==> config.mk <==
export PLATFORM = sky130hd
export DESIGN_NAME = fir_mac_seq_flat
export DESIGN_NICKNAME = d
export VERILOG_FILES = /design/src/rtl/fir_mac_seq_if.sv /design/src/rtl/fir_mac_seq.sv /design/src/flat_wrapper.sv
export SDC_FILE = /design/constraint.sdc
export NUM_CORES = 1
export LEC_CHECK = 0
export ABC_AREA = 1
export ABC_CLOCK_PERIOD_IN_PS = 5600
export CAP_MARGIN = 40
export CORE_ASPECT_RATIO = 1.1
export CORE_MARGIN = 5
export CORE_UTILIZATION = 50
export CTS_CLUSTER_SIZE = 40
export DETAILED_ROUTE_END_ITERATION = 16
export GPL_ROUTABILITY_DRIVEN = 0
export PLACE_DENSITY = 0.66
export SLEW_MARGIN = 30
export SYNTH_ARGS = -nofsm -noshare
export SYNTH_HDL_FRONTEND = slang
export SYNTH_SLANG_ARGS = --single-unit
==> constraint.sdc <==
create_clock -name clk -period 5.6 [get_ports clk]
set_clock_uncertainty 0.05 [all_clocks]
set_input_delay 1.4 -clock clk [delete_from_list [all_inputs] [get_ports clk]]
set_output_delay 1.4 -clock clk [all_outputs]
set_load 0.005 [all_outputs]
==> src/rtl/fir_mac_seq_if.sv <==
// Sample/coefficient/result bundle for fir_mac_seq.
// The master drives samples and coefficients; the slave (the filter) drives results.
interface fir_mac_seq_if #(
    parameter int DATA_W = 6,
    parameter int COEF_W = 8,
    parameter int OUT_W  = 8
);
    logic signed [DATA_W-1:0] x_n;
    logic                     in_valid;
    logic                     in_ready;
    logic                     coef_load;
    logic signed [COEF_W-1:0] coef_data;
    logic signed [OUT_W-1:0]  y_n;
    logic                     out_valid;

    modport master (
        output x_n, in_valid, coef_load, coef_data,
        input  in_ready, y_n, out_valid
    );

    modport slave (
        input  x_n, in_valid, coef_load, coef_data,
        output in_ready, y_n, out_valid
    );
endinterface

==> src/rtl/fir_mac_seq.sv <==
// Sequential FIR filter: one shared multiplier steps through the taps (IDLE -> MAC x NUM_TAPS -> OUT).
// Optional macro FIR_MAC_SEQ_SAT_EN saturates the scaled result; otherwise it wraps to OUT_W bits.
module fir_mac_seq #(
    parameter int DATA_W   = 6,
    parameter int COEF_W   = 8,
    parameter int NUM_TAPS = 4,
    parameter int OUT_W    = 8,
    parameter int SHIFT    = 0
) (
    input  logic          clk,
    input  logic          rst_n,
    fir_mac_seq_if.slave  bus
);
    localparam int IDX_W  = $clog2(NUM_TAPS);
    localparam int PROD_W = DATA_W + COEF_W;
    localparam int ACC_W  = DATA_W + COEF_W + IDX_W;

    typedef enum logic [1:0] {IDLE, MAC, OUT} state_t;

    state_t                   state_reg;
    logic [IDX_W-1:0]         tap_reg;
    logic signed [ACC_W-1:0]  acc_reg;
    logic signed [OUT_W-1:0]  y_reg;
    logic                     out_valid_reg;

    logic signed [DATA_W-1:0] x_reg [NUM_TAPS];
    logic signed [COEF_W-1:0] c_reg [NUM_TAPS];

    logic accept;
    logic coef_shift;

    // A sample wins over a coefficient strobe when both arrive in IDLE.
    assign accept     = (state_reg == IDLE) && bus.in_valid;
    assign coef_shift = (state_reg == IDLE) && bus.coef_load && !bus.in_valid;

    always_ff @(posedge clk or negedge rst_n) begin
        if (!rst_n) begin
            x_reg[0] <= '0;
            c_reg[0] <= '0;
        end else begin
            if (accept)
                x_reg[0] <= bus.x_n;
            if (coef_shift)
                c_reg[0] <= bus.coef_data;
        end
    end

    genvar gi;
    generate
        for (gi = 1; gi < NUM_TAPS; gi++) begin : g_delay
            always_ff @(posedge clk or negedge rst_n) begin
                if (!rst_n) begin
                    x_reg[gi] <= '0;
                    c_reg[gi] <= '0;
                end else begin
                    if (accept)
                        x_reg[gi] <= x_reg[gi-1];
                    if (coef_shift)
                        c_reg[gi] <= c_reg[gi-1];
                end
            end
        end
    endgenerate

    logic signed [DATA_W-1:0] x_sel;
    logic signed [COEF_W-1:0] c_sel;
    logic signed [PROD_W-1:0] prod;
    logic signed [ACC_W-1:0]  scaled;
    logic signed [OUT_W-1:0]  y_calc;

    assign x_sel  = x_reg[tap_reg];
    assign c_sel  = c_reg[tap_reg];
    assign prod   = PROD_W'(x_sel) * PROD_W'(c_sel);
    assign scaled = acc_reg >>> SHIFT;

    generate
        if (OUT_W > ACC_W) begin : g_widen
            assign y_calc = OUT_W'(scaled);
        end else begin : g_narrow
`ifdef FIR_MAC_SEQ_SAT_EN
            localparam logic signed [ACC_W-1:0] MAX_V =
                {{(ACC_W-OUT_W+1){1'b0}}, {(OUT_W-1){1'b1}}};
            localparam logic signed [ACC_W-1:0] MIN_V =
                {{(ACC_W-OUT_W+1){1'b1}}, {(OUT_W-1){1'b0}}};
            always_comb begin
                y_calc = scaled[OUT_W-1:0];
                if (scaled > MAX_V)
                    y_calc = MAX_V[OUT_W-1:0];
                else if (scaled < MIN_V)
                    y_calc = MIN_V[OUT_W-1:0];
            end
`else
            logic unused_hi;
            assign unused_hi = ^scaled;
            assign y_calc    = scaled[OUT_W-1:0];
`endif
        end
    endgenerate

    always_ff @(posedge clk or negedge rst_n) begin
        if (!rst_n) begin
            state_reg     <= IDLE;
            tap_reg       <= '0;
            acc_reg       <= '0;
            y_reg         <= '0;
            out_valid_reg <= 1'b0;
        end else begin
            out_valid_reg <= 1'b0;
            case (state_reg)
                IDLE: begin
                    if (bus.in_valid) begin
                        acc_reg   <= '0;
                        tap_reg   <= '0;
                        state_reg <= MAC;
                    end
                end
                MAC: begin
                    // Accumulator carries clog2(NUM_TAPS) guard bits, so the sum cannot overflow.
                    acc_reg <= acc_reg + ACC_W'(prod);
                    if (tap_reg == IDX_W'(NUM_TAPS - 1)) begin
                        state_reg <= OUT;
                    end else begin
                        tap_reg <= tap_reg + IDX_W'(1);
                    end
                end
                OUT: begin
                    y_reg         <= y_calc;
                    out_valid_reg <= 1'b1;
                    state_reg     <= IDLE;
                end
                default: state_reg <= IDLE;
            endcase
        end
    end

    assign bus.in_ready  = (state_reg == IDLE);
    assign bus.y_n       = y_reg;
    assign bus.out_valid = out_valid_reg;
endmodule
==> src/flat_wrapper.sv <==
// flat-port wrapper written by rule: the top's interface ports become plain ports
module fir_mac_seq_flat 
#(
    parameter int DATA_W   = 6,
    parameter int COEF_W   = 8,
    parameter int NUM_TAPS = 4,
    parameter int OUT_W    = 8,
    parameter int SHIFT    = 0
)
  (clk, rst_n, bus_x_n, bus_in_valid, bus_coef_load, bus_coef_data, bus_in_ready, bus_y_n, bus_out_valid);
  fir_mac_seq_if #(.DATA_W(DATA_W), .COEF_W(COEF_W), .OUT_W(OUT_W)) bus_i ();
  input  logic clk;
  input  logic rst_n;
  input wire logic [$bits(bus_i.x_n)-1:0] bus_x_n;
  input wire logic [$bits(bus_i.in_valid)-1:0] bus_in_valid;
  input wire logic [$bits(bus_i.coef_load)-1:0] bus_coef_load;
  input wire logic [$bits(bus_i.coef_data)-1:0] bus_coef_data;
  output wire logic [$bits(bus_i.in_ready)-1:0] bus_in_ready;
  output wire logic [$bits(bus_i.y_n)-1:0] bus_y_n;
  output wire logic [$bits(bus_i.out_valid)-1:0] bus_out_valid;
  assign bus_i.x_n = bus_x_n;
  assign bus_i.in_valid = bus_in_valid;
  assign bus_i.coef_load = bus_coef_load;
  assign bus_i.coef_data = bus_coef_data;
  assign bus_in_ready = bus_i.in_ready;
  assign bus_y_n = bus_i.y_n;
  assign bus_out_valid = bus_i.out_valid;
  fir_mac_seq #(.DATA_W(DATA_W), .COEF_W(COEF_W), .NUM_TAPS(NUM_TAPS), .OUT_W(OUT_W), .SHIFT(SHIFT)) u_core (.clk(clk), .rst_n(rst_n), .bus(bus_i));
endmodule
==> results of run 1 <==
[worst min-delay path, cell delays in order (launching register included)]
cell,delay [ns]
dfrtp_1,0.35
nand2_1,0.05
o21ai_0,0.06
[cell type report]
cell class              count  area (µm²)  share of cell area [%]
clock buffers              12         165                    3.16
flip-flops and latches     77        1930                    36.8
clock inverters             3        43.8                   0.837
well taps                 117         146                    2.80
repair buffers             33         325                    6.22
inverters                  88         330                    6.31
multi-input cells         408        2290                    43.9
[cell families (layout without fill, tap and decap cells)]
logic type	after synthesis	count (layout)	synth area share (%)
DFF	77	77	41.4
muxes	15	15	3.63
and+or+nand+nor	282	282	24.0
buffers and inverters	109	136	9.25
xor gates and xnor gates	5	5	0.942
AOI/OAI and AO/OA	68	68	7.58
adders and majority gates	38	38	13.1
[routing by layer]
metal	vias to the layer above	GRT usage, %
li1	1882	-
met1	1687	23.6
met5	-	0
met3	11	3.59
met2	64	29.1
met4	0	7.26
[final timing paths]
| path | start | to | slack [ns] | cells past startpoint |
|---|---|---|---|---|
| min reg2reg | u_core.bus.y_n[3] | u_core.bus.y_n[3] | 0.44 | 2 |
| min in group asynchronous | rst_n | u_core.bus.y_n[1] | 0.92 | 1 |
| max reg2reg | u_core.tap_reg[0] | u_core.acc_reg[7] | 0.47 | 20 |
| max in group asynchronous | rst_n | u_core.x_reg[16] | 4.00 | 2 |
| min | u_core.bus.y_n[3] | u_core.bus.y_n[3] | 0.44 | 2 |
| max | u_core.tap_reg[0] | u_core.acc_reg[7] | 0.47 | 20 |
[synth_stat cells]
| master | count | area (µm²) |
|---|---|---|
| nand3_1 | 33 | 165 |
| inv_1 | 85 | 319 |
| buf_2 | 5 | 25.0 |
| ha_1 | 20 | 250 |
| nand3b_1 | 3 | 22.5 |
| a32oi_1 | 2 | 17.5 |
| mux2_2 | 15 | 169 |
| fa_1 | 18 | 360 |
| a31oi_1 | 1 | 6.26 |
| o22ai_1 | 3 | 18.8 |
| xnor2_1 | 2 | 17.5 |
| nor2_1 | 36 | 135 |
| o21ai_0 | 40 | 200 |
| nor2_2 | 2 | 12.5 |
| nand2_1 | 207 | 777 |
| inv_2 | 3 | 11.3 |
| a21oi_1 | 22 | 110 |
| dfrtp_1 | 77 | 1930 |
| buf_4 | 2 | 15.0 |
| xor2_1 | 3 | 26.3 |
| clkbuf_1 | 13 | 48.8 |
| buf_6 | 1 | 11.3 |
| nand2_2 | 1 | 6.26 |
[layout by cell type, fill, tap and decap left out, types with 2 or more instances in the layout]
cell type / instances
nand3_1: 33
fa_1: 18
clkdlybuf4s50_1: 26
nor2_1: 36
nand3b_1: 3
o21ai_0: 40
xor2_1: 3
buf_4: 6
inv_1: 85
a21oi_1: 22
xnor2_1: 2
mux2_2: 15
nand2_1: 207
inv_2: 3
a32oi_1: 2
ha_1: 20
o22ai_1: 3
clkbuf_8: 12
nor2_2: 2
dfrtp_1: 77
[metrics by stage]
| step | setup slack, ns | instance area [µm²] |
|---|---|---|
| final | 0.471 | 5230 |
| after global routing | 0.145 | 5230 |
| after CTS | 0.475 | 5230 |
| after detailed placement | 0.490 | 5020 |
| after global placement | 0.700 | 5000 |
| after floorplan | 1.01 | 4650 |
==> results.tsv, run 1 <==
stage	metric	value	unit
run	Max Cap Viol	0	
run_status	run status	finished clean	
clocking	H-tree depth	3	
die	core region area	0.00921	mm²
critical_path	slowest stage delay, CP	0.54	ns
sta	Fin Hold WS	0.437	ns
placement	Cells after DPL	723	
finish	area delta synth->final	12.5	%
sta	Final Hold Viols	0	
drt	top routing layer used	met4	
grt	vias in the first global route	3661	
finish	Fill cells	836	
synth	Synth Register Bits	77	
critical_path	Bufs and invs on worst path	4	
critical_path	Crit path arrival time	5.33	ns
critical_path	CP top delay family	adder cells	
grt	largest net degree at the start of global routing	58	
clocking	Clock Latency Late Sink	0.36	ns
die	# rows	37	
sta	Peak Freq	0.195	GHz
sta	setup TNS	0	ns
drt	drt initial violations	116	
synth	Seq/Total Area, Yosys	41.4	%
grt	total track usage	18.1	%
die	Initial Util	50.5	%
critical_path	critical path's slowest cell	fa_1	
sta	count of final max-slew check failures	0	
sta	Slew headroom	67.4	%
finish	max FFs per register	32	
drt	met3 routed WL	335	µm
clocking	Setup Buffers After CTS	0	
drt	antenna-violating nets left	0	
worst_hold_path	worst min path class	reg2reg	
clocking	CTS tree	built	
drt	first-pass iteration count of the detailed router	4	
die	Chip Height	111	µm
sta	fin crit period	5.13	ns
clocking	clock sinks	77	
synth	Avg Inst Size Synth	7.83	µm²
clocking	cts bufs inserted	9	
drt	routed len/inst	12.5	µm
drt	DR vias	3644	
finish	antenna cell count	0	
critical_path	Setup crit start kind	register	
drt	met2 wire length	4500	µm
critical_path	Crit Path Class	reg2reg	
critical_path	WP data required	5.80	ns
drt	WL met1	4240	µm
clocking	post-CTS sizing	0	
drt	drt drc	0	
finish	share of layout cells above drive strength 1	6.92	%
drt	Vias/cell	4.94	
die	die area	0.0113	mm²
critical_path	critical path cell sequence	inv_2, nand2_1, a32oi_1, inv_1, nand2_1, fa_1, fa_1, fa_1, fa_1, inv_1, ha_1, a21oi_1, o21ai_0, a31oi_1, inv_1, nand2_1, nand2_1, nand3b_1, nand3_1, nand2_1	
sta	RSZ-0062 raised after global routing	false	
finish	fin cells	738	
clocking	Clock transition at path regs	0.08	ns
clocking	clk buf depth	2	
grt	GR Overflow Total	0	
synth	Post-Synthesis Cells	594	
die	I/O pins	28	
die	Die Wd	102	µm
clocking	cts-stage hold buffer count	0	
sta	Final period util	91.6	%
clocking	root buf cell	clkbuf_8	
grt	initial antenna violation count	0	
synth	Syn Nets	650	
synth	Synth Cell Area	0.00465	mm²
synth	Cell variety after synth	23	
sta	Final setup viols	0	
synth	Synth Warn #	0	
finish	layout net count	673	
placement	# port buffers	27	
drt	routed wire length	9190	µm
placement	Post-DP HPWL	7110	µm
critical_path	CP dominant cell by count	nand2_1	
critical_path	largest fanout on the critical path	29	
grt	first-pass GRT wire length	16400	µm
finish	fin util	56.8	%
critical_path	CP Capture Type	register	
sta	worst slew pin tran	0.489	ns
Power of run 1 is not shown: default switching activity piles up to over one toggle a cycle in this logic, so the estimate is an artifact.
==> run 2: changes to the inputs <==
--- a/config.mk
+++ b/config.mk
@@ -6,7 +6,6 @@
 export NUM_CORES = 1
 export LEC_CHECK = 0
 export ABC_AREA = 1
-export ABC_CLOCK_PERIOD_IN_PS = 5600
 export CAP_MARGIN = 40
 export CORE_ASPECT_RATIO = 1.1
 export CORE_MARGIN = 5
@@ -15,6 +14,7 @@
 export DETAILED_ROUTE_END_ITERATION = 16
 export GPL_ROUTABILITY_DRIVEN = 0
 export PLACE_DENSITY = 0.66
+export RECOVER_POWER = 50
 export SLEW_MARGIN = 30
 export SYNTH_ARGS = -nofsm -noshare
 export SYNTH_HDL_FRONTEND = slang
==> run 2 against run 1 <==
Compared with the run above: the flow now finishes with violations (max-capacitance violations, max-slew violations); cell area shrank 0.43%; sequential cell count is the same; final cell count is the same; count of clock-buffer cells in the layout is the same; fmax is essentially flat; largest cell class unchanged; critical path type unchanged; critical path depth is the same; worst setup slack lost 0.0049 ns; global-route usage is the same.
==> results.tsv, run 2 (synthesis gave the netlist of run 1 again) <==
stage	metric	value	unit
run_status	run status	complete, but fails checks	
run_status	failing checks	max-capacitance violations, max-slew violations	
finish	antenna cell count	0	
sta	RSZ-0062 raised after global routing	false	
die	die area	0.0113	mm²
grt	largest net degree at the start of global routing	58	
die	Initial Util	50.5	%
clocking	cts-stage hold buffer count	0	
critical_path	CP top delay family	adder cells	
grt	GR Overflow Total	0	
clocking	post-CTS sizing	0	
drt	routed len/inst	12.4	µm
sta	Final period util	91.7	%
critical_path	CP Capture Type	register	
die	I/O pins	28	
finish	fin util	56.6	%
drt	first-pass iteration count of the detailed router	4	
finish	most common cell after layout, fill and taps aside	nand2_1	
finish	max FFs per register	32	
clocking	clock sinks	77	
critical_path	r2r worst-path depth	20	
critical_path	worst flop-to-flop path endpoint	u_core.acc_reg[7]	
sta	setup TNS	0	ns
sta	Peak Freq	0.195	GHz
clocking	cts bufs inserted	9	
critical_path	slowest stage delay, CP	0.55	ns
finish	layout net count	673	
finish	Fill cells	841	
die	Chip Height	111	µm
finish	share of layout cells above drive strength 1	6.44	%
grt	first-pass GRT wire length	16400	µm
drt	antenna-violating nets left	0	
worst_hold_path	Hold Crit Endpoint	u_core.bus.y_n[3]	
critical_path	r2r startpoint	u_core.tap_reg[0]	
clocking	Clock Latency Late Sink	0.36	ns
sta	fin crit period	5.13	ns
drt	routed wire length	9170	µm
finish	most frequent cells in the layout	207 x nand2_1, 85 x inv_1, 77 x dfrtp_1	
critical_path	critical path cell sequence	inv_2, nand2_1, a32oi_1, inv_1, nand2_1, fa_1, fa_1, fa_1, fa_1, inv_1, ha_1, a21oi_1, o21ai_0, a31oi_1, inv_1, nand2_1, nand2_1, nand3b_1, nand3_1, nand2_1	
critical_path	R2R setup slack	0.47	ns
sta	worst slew pin tran	2.19	ns
critical_path	Bufs and invs on worst path	4	
placement	Cells after DPL	723	
critical_path	Critical Path Source	u_core.tap_reg[0]	
sta	Final Hold Viols	0	
sta	count of final max-slew check failures	80	
critical_path	critical path's slowest cell	fa_1	
die	core region area	0.00921	mm²
clocking	Setup Buffers After CTS	0	
clocking	CTS tree	built	
critical_path	Setup crit start kind	register	
worst_hold_path	Hold Path Depth	2	
clocking	H-tree depth	3	
placement	# port buffers	27	
clocking	Clock transition at path regs	0.08	ns
critical_path	Crit Path Class	reg2reg	
critical_path	largest fanout on the critical path	29	
drt	drt drc	0	
grt	total track usage	18.1	%
finish	area delta synth->final	12.0	%
run	Max Cap Viol	2	
die	Die Wd	102	µm
placement	Post-DP HPWL	7110	µm
worst_hold_path	hold path start	u_core.bus.y_n[3]	
grt	initial antenna violation count	0	
sta	Slew headroom	-45.9	%
finish	fin cells	738	
drt	Vias/cell	4.92	
clocking	root buf cell	clkbuf_8	
sta	Final setup viols	0	
critical_path	CP dominant cell by count	nand2_1	
critical_path	Crit path arrival time	5.33	ns
die	# rows	37	
drt	DR vias	3628	
worst_hold_path	worst min path class	reg2reg	
clocking	clk buf depth	2	
grt	vias in the first global route	3661	
critical_path	WP data required	5.80	ns
drt	drt initial violations	138	
run 2: cell count changes in the layout (fill, tap and decap cells not counted):
cell      delta
buf_12       -1
nor2_1       +1
nor2_2       -1
buf_4        -1
clkbuf_1     +2
run 2: routing by layer:
layer / wire, µm / global-route usage (%)
met1: 4290 / 23.6
met2: 4500 / 29.1
met3: 269 / 3.59
met4: 117 / 7.26
met5: 0 / 0
run 2: through the flow:
stage,hold WS [ns],worst slack (ns),area (µm²)
detailed placement,0.424,0.490,5020
global placement,0.413,0.700,5000
floorplan,0.403,1.01,4650
CTS,0.441,0.475,5230
global route,0.477,0.142,5210
finish,0.437,0.466,5210
run 2: worst reg2reg max path, stage by stage (launching register included):
cell and delay, ns:
dfrtp_1 0.53, inv_2 0.41, nand2_1 0.10, a32oi_1 0.32, inv_1 0.14, nand2_1 0.11
fa_1 0.42, fa_1 0.52, fa_1 0.53, fa_1 0.55, inv_1 0.04, ha_1 0.32
a21oi_1 0.18, o21ai_0 0.11, a31oi_1 0.20, inv_1 0.07, nand2_1 0.07, nand2_1 0.06
nand3b_1 0.15, nand3_1 0.07, nand2_1 0.05
run 2: final cells by class:
cell class | count | area (µm²) | area share [%]
inverter | 88 | 330 | 6.34
clock buffer | 12 | 165 | 3.17
clock inverter | 3 | 43.8 | 0.841
tap | 117 | 146 | 2.81
multi-input combinational | 408 | 2290 | 44.0
timing repair buffer | 33 | 305 | 5.86
sequential | 77 | 1930 | 37.0
run 2: worst max-delay path by stage:
stage | to | cells past startpoint
floorplan | u_core.acc_reg[7] | 22
global placement | u_core.acc_reg[7] | 21
detailed placement | u_core.acc_reg[7] | 21
CTS | u_core.acc_reg[7] | 21
global route | u_core.acc_reg[7] | 23
finish | u_core.acc_reg[7] | 20
Power of run 2 is left out for the same reason.
==> edit 1, RTL diff (flow settings as in run 2) <==
The option `FIR_MAC_SEQ_SAT_EN` is turned on by a define.
--- a/src/rtl/fir_mac_seq.sv
+++ b/src/rtl/fir_mac_seq.sv
@@ -2,2 +2,4 @@
 // Optional macro FIR_MAC_SEQ_SAT_EN saturates the scaled result; otherwise it wraps to OUT_W bits.
+`define FIR_MAC_SEQ_SAT_EN
+
 module fir_mac_seq #(
Behaviour: not the same (Yosys sat finds a counterexample within 10 cycles, from zero or initial values and one cycle with rst_n low).
==> edit 1 against run 2 <==
The flow still finishes with violations (capacitance limit, slew limit); critical path depth increased by 2; design area increased by 37%; sequential cell count is 8 higher; setup slack got worse by 0.086 ns; worst hold slack worse by 0.015 ns; routed wire length increased by 50%; synthesized area rose by 39%; core utilization down 0.18 points; critical path type unchanged.
Power is not shown: default switching activity piles up to over one toggle a cycle in this logic, so the estimate is an artifact.
==> edit 1: results <==
set metrics [dict create \
    status "finished, violations left" \
    violations "capacitance limit, slew limit" \
    grt_pass1_vias 5199 \
    holdWs_ns 0.422 \
    syn_nets 936 \
    period_share_pct 93.2 \
    drt_pass1_iterations 5 \
    worst-r2r-setup-slack_ns 0.38 \
    synth_xor_area_share_pct 0.135 \
    yosys-top-cells-count "nand2_1 (221), inv_1 (161), dfrtp_1 (85), nor2_1 (79), fa_1 (49)" \
    r2r_cells 22 \
    crit_arrival_ns 5.42 \
    relSlewSlack_pct -19.3 \
    grt_max_degree 65 \
    wire_per_inst_um 13.6 \
    drive_above_1_share_pct 6.75 \
    dp_hpwl_um 10700 \
    crit_fanout 19 \
    grt_use_total_pct 19.5 \
    multi_input_area_mm2 0.00352 \
    fin_nets 959 \
    fillCellCount 1194 \
    synth_compound_area_share_pct 10.8 \
    drt-initial-drc-count 411 \
    maxCapViolations 1 \
    pre_cts_slack_ns 0.411 \
    slew_viol_final 33 \
    via_count 5100 \
    avgViaCountPerCell 5.02 \
    synthMuxAreaShare_pct 0 \
    grt_pass1_wl_um 24400 \
    synth_area_leaders "dfrtp_1 (33%), fa_1 (15%), nand2_1 (13%)" \
    cts-root-buf "clkbuf_16" \
    synthDistinctLibCells 35 \
]
edit 1: changes by cell type in the layout (fill, tap and decap cells not counted), sizes merged, moves of 13 or more:
cell	before	now
inv	88	188
nor2	38	81
fa	18	49
a21oi	22	40
ha	20	38
mux2	15	0
nand2	208	222
o21ai	40	53
edit 1: layout make-up:
| cell class | instances | area share [%] |
|---|---|---|
| repair buffers | 33 | 4.25 |
| clock inverters | 6 | 0.632 |
| well taps | 157 | 2.76 |
| flip-flops and latches | 85 | 29.8 |
| multi-input cells | 538 | 49.3 |
| inverters | 187 | 9.85 |
| clock buffers | 10 | 3.35 |
edit 1: worst paths after layout:
check	startpoint	end
min	u_core.state_reg[0]$_DFFE_PN0P_	u_core.bus.out_valid$_DFF_PN0_
max	u_core.tap_reg[0]$_DFFE_PN0P_	u_core.acc_reg[15]$_DFFE_PN0P_
min in group asynchronous	rst_n	u_core.bus.y_n[4]$_DFFE_PN0P_
max in group asynchronous	rst_n	u_core.c_reg[19]$_DFFE_PN0P_
max reg2reg	u_core.tap_reg[0]$_DFFE_PN0P_	u_core.acc_reg[15]$_DFFE_PN0P_
min reg2reg	u_core.state_reg[0]$_DFFE_PN0P_	u_core.bus.out_valid$_DFF_PN0_
edit 1: cell families after synthesis:
family / count (synthesis)
AND/OR/NAND/NOR: 340
buffers and inverters: 208
AO/OA/AOI/OAI: 110
adder cells (fa/ha/maj): 87
flip-flops: 85
XOR/XNOR: 1
edit 1: layer usage:
layer	vias up	track usage [%]	part of all wire, %
met3	25	3.10	3.4
met4	0	7.67	2.3
met1	2406	25.2	46
met2	105	33.2	48
met5	-	0	0
li1	2564	-	-
==> edit 2, RTL diff (config.mk and constraints of run 2) <==
Made on the original files. Make the reset (`rst_n`) synchronous in 3 clocked blocks.
--- a/src/rtl/fir_mac_seq.sv
+++ b/src/rtl/fir_mac_seq.sv
@@ -35,3 +35,3 @@
 
-    always_ff @(posedge clk or negedge rst_n) begin
+    always_ff @(posedge clk) begin
         if (!rst_n) begin
@@ -50,3 +50,3 @@
         for (gi = 1; gi < NUM_TAPS; gi++) begin : g_delay
-            always_ff @(posedge clk or negedge rst_n) begin
+            always_ff @(posedge clk) begin
                 if (!rst_n) begin
@@ -99,3 +99,3 @@
 
-    always_ff @(posedge clk or negedge rst_n) begin
+    always_ff @(posedge clk) begin
         if (!rst_n) begin
Formal check against the unedited RTL: differs if rst_n is asserted again (counterexample within 4 cycles, from zero or initial values and one cycle with rst_n low); with rst_n held inactive, the same outputs for 10 cycles.
==> edit 2 against run 2 <==
The flow still finishes with violations (capacitance limit, slew limit); design area is 3.0% higher; synthesized area grew 3.7%; core utilization increased by 0.56 points; sequential cell count up 2; setup slack improved by 0.093 ns; first-iteration DRC count rose by 45%; non-clock buffer count increased by 2; die area is 3.4% higher; routed wire length rose by 1.9%; via count increased by 0.83%; global-route usage decreased by 0.80 points; final cell count increased by 2.4%.
Power is left out: it rests on default switching activity, and per cell area and clock period it moved more than threefold.
==> edit 2: results <==
set metrics [dict create \
    violations "capacitance limit, slew limit" \
    drive_above_1_share_pct 6.42 \
    holdPathEnd "u_core.acc_reg[5]$_SDFFE_PN0P_" \
    wire_per_inst_um 12.4 \
    fin_ws_ns 0.559 \
    slew_viol_final 33 \
    use_met2_pct 29.8 \
    critPathMaxStageDelay_ns 0.78 \
    wl_met2_um 4560 \
    maxCapViolations 1 \
    dr_wl_met3_um 356 \
    syn_inst 605 \
    holdWs_ns 0.421 \
    drt-initial-drc-count 200 \
    cts-root-buf "clkbuf_8" \
    syn_nets 661 \
    grt_use_total_pct 17.3 \
    design_area_mm2 0.00537 \
    synth_edf_count 56 \
    via_count 3658 \
    avgViaCountPerCell 4.84 \
    cp_top_family "adder cells" \
    async_flop_share_pct 0 \
    status "finished, violations left" \
    use_met1_pct 20.9 \
    slowest_stage "dfxtp_1" \
    worst-r2r-setup-slack_ns 0.56 \
    synthDistinctLibCells 30 \
    yosys-top-cells-count "nand2_1 (168), inv_1 (114), nor2_1 (93), edfxtp_1 (56), nand3_1 (31)" \
    critPathCapture "u_core.acc_reg[7]$_SDFFE_PN0P_" \
    crit_fanout 16 \
    r2r_cells 21 \
    yosysSeqAreaShare_pct 44.4 \
    gr-usage-met3_pct 3.71 \
    diodes 0 \
    fillCellCount 884 \
    fin_nets 690 \
    worstSetupPathType "reg -> reg" \
    tightest_slew_ns 1.79 \
    postPlaceCellArea_mm2 0.00519 \
    synth_area_leaders "edfxtp_1 (35%), nand2_1 (13%), dfxtp_1 (9.5%)" \
    grt_pass1_vias 3631 \
    dpl.cell_count 740 \
    dp_hpwl_um 7130 \
    pre_cts_slack_ns 0.584 \
    grt_pass1_wl_um 16500 \
    wl_met1_um 4180 \
    yosysTopAreaCell "edfxtp_1" \
    hold_start "u_core.acc_reg[5]$_SDFFE_PN0P_" \
    crit_arrival_ns 5.28 \
    grt_max_degree 33 \
    yosys_warnings 0 \
]
## edit 2: changes by cell type after synthesis, sizes merged, moves of 2 or more
cell           run 2  this run
dfxtp              0        23
inv               88       116
mux2              15         0
edfxtp             0        56
nand2            208       183
o22ai              3         0
a21oi             22        19
buf                8        10
o21ai             40        14
nor2              38        95
nand3b             3         1
clkbuf            13         7
dfrtp             77         0
## edit 2: cells by family (layout without fill, tap and decap cells)
| family | count (synthesis) | after routing | synth area share [%] |
|---|---|---|---|
| buffers and inverters | 134 | 168 | 11.7 |
| DFF | 79 | 79 | 44.4 |
| and+or+nand+nor | 314 | 314 | 26.5 |
| AOI/OAI and AO/OA | 37 | 37 | 4.15 |
| xor gates and xnor gates | 3 | 3 | 0.545 |
| adders and majority gates | 38 | 38 | 12.7 |
## edit 2: final cells by class
class                      count  share of cell area, %
multi-input combinational    392                   39.4
tap                          117                   2.73
timing repair buffer          35                   6.08
clock inverter                 5                   1.07
sequential                    79                   39.9
inverter                     117                   8.32
clock buffer                  11                   2.45
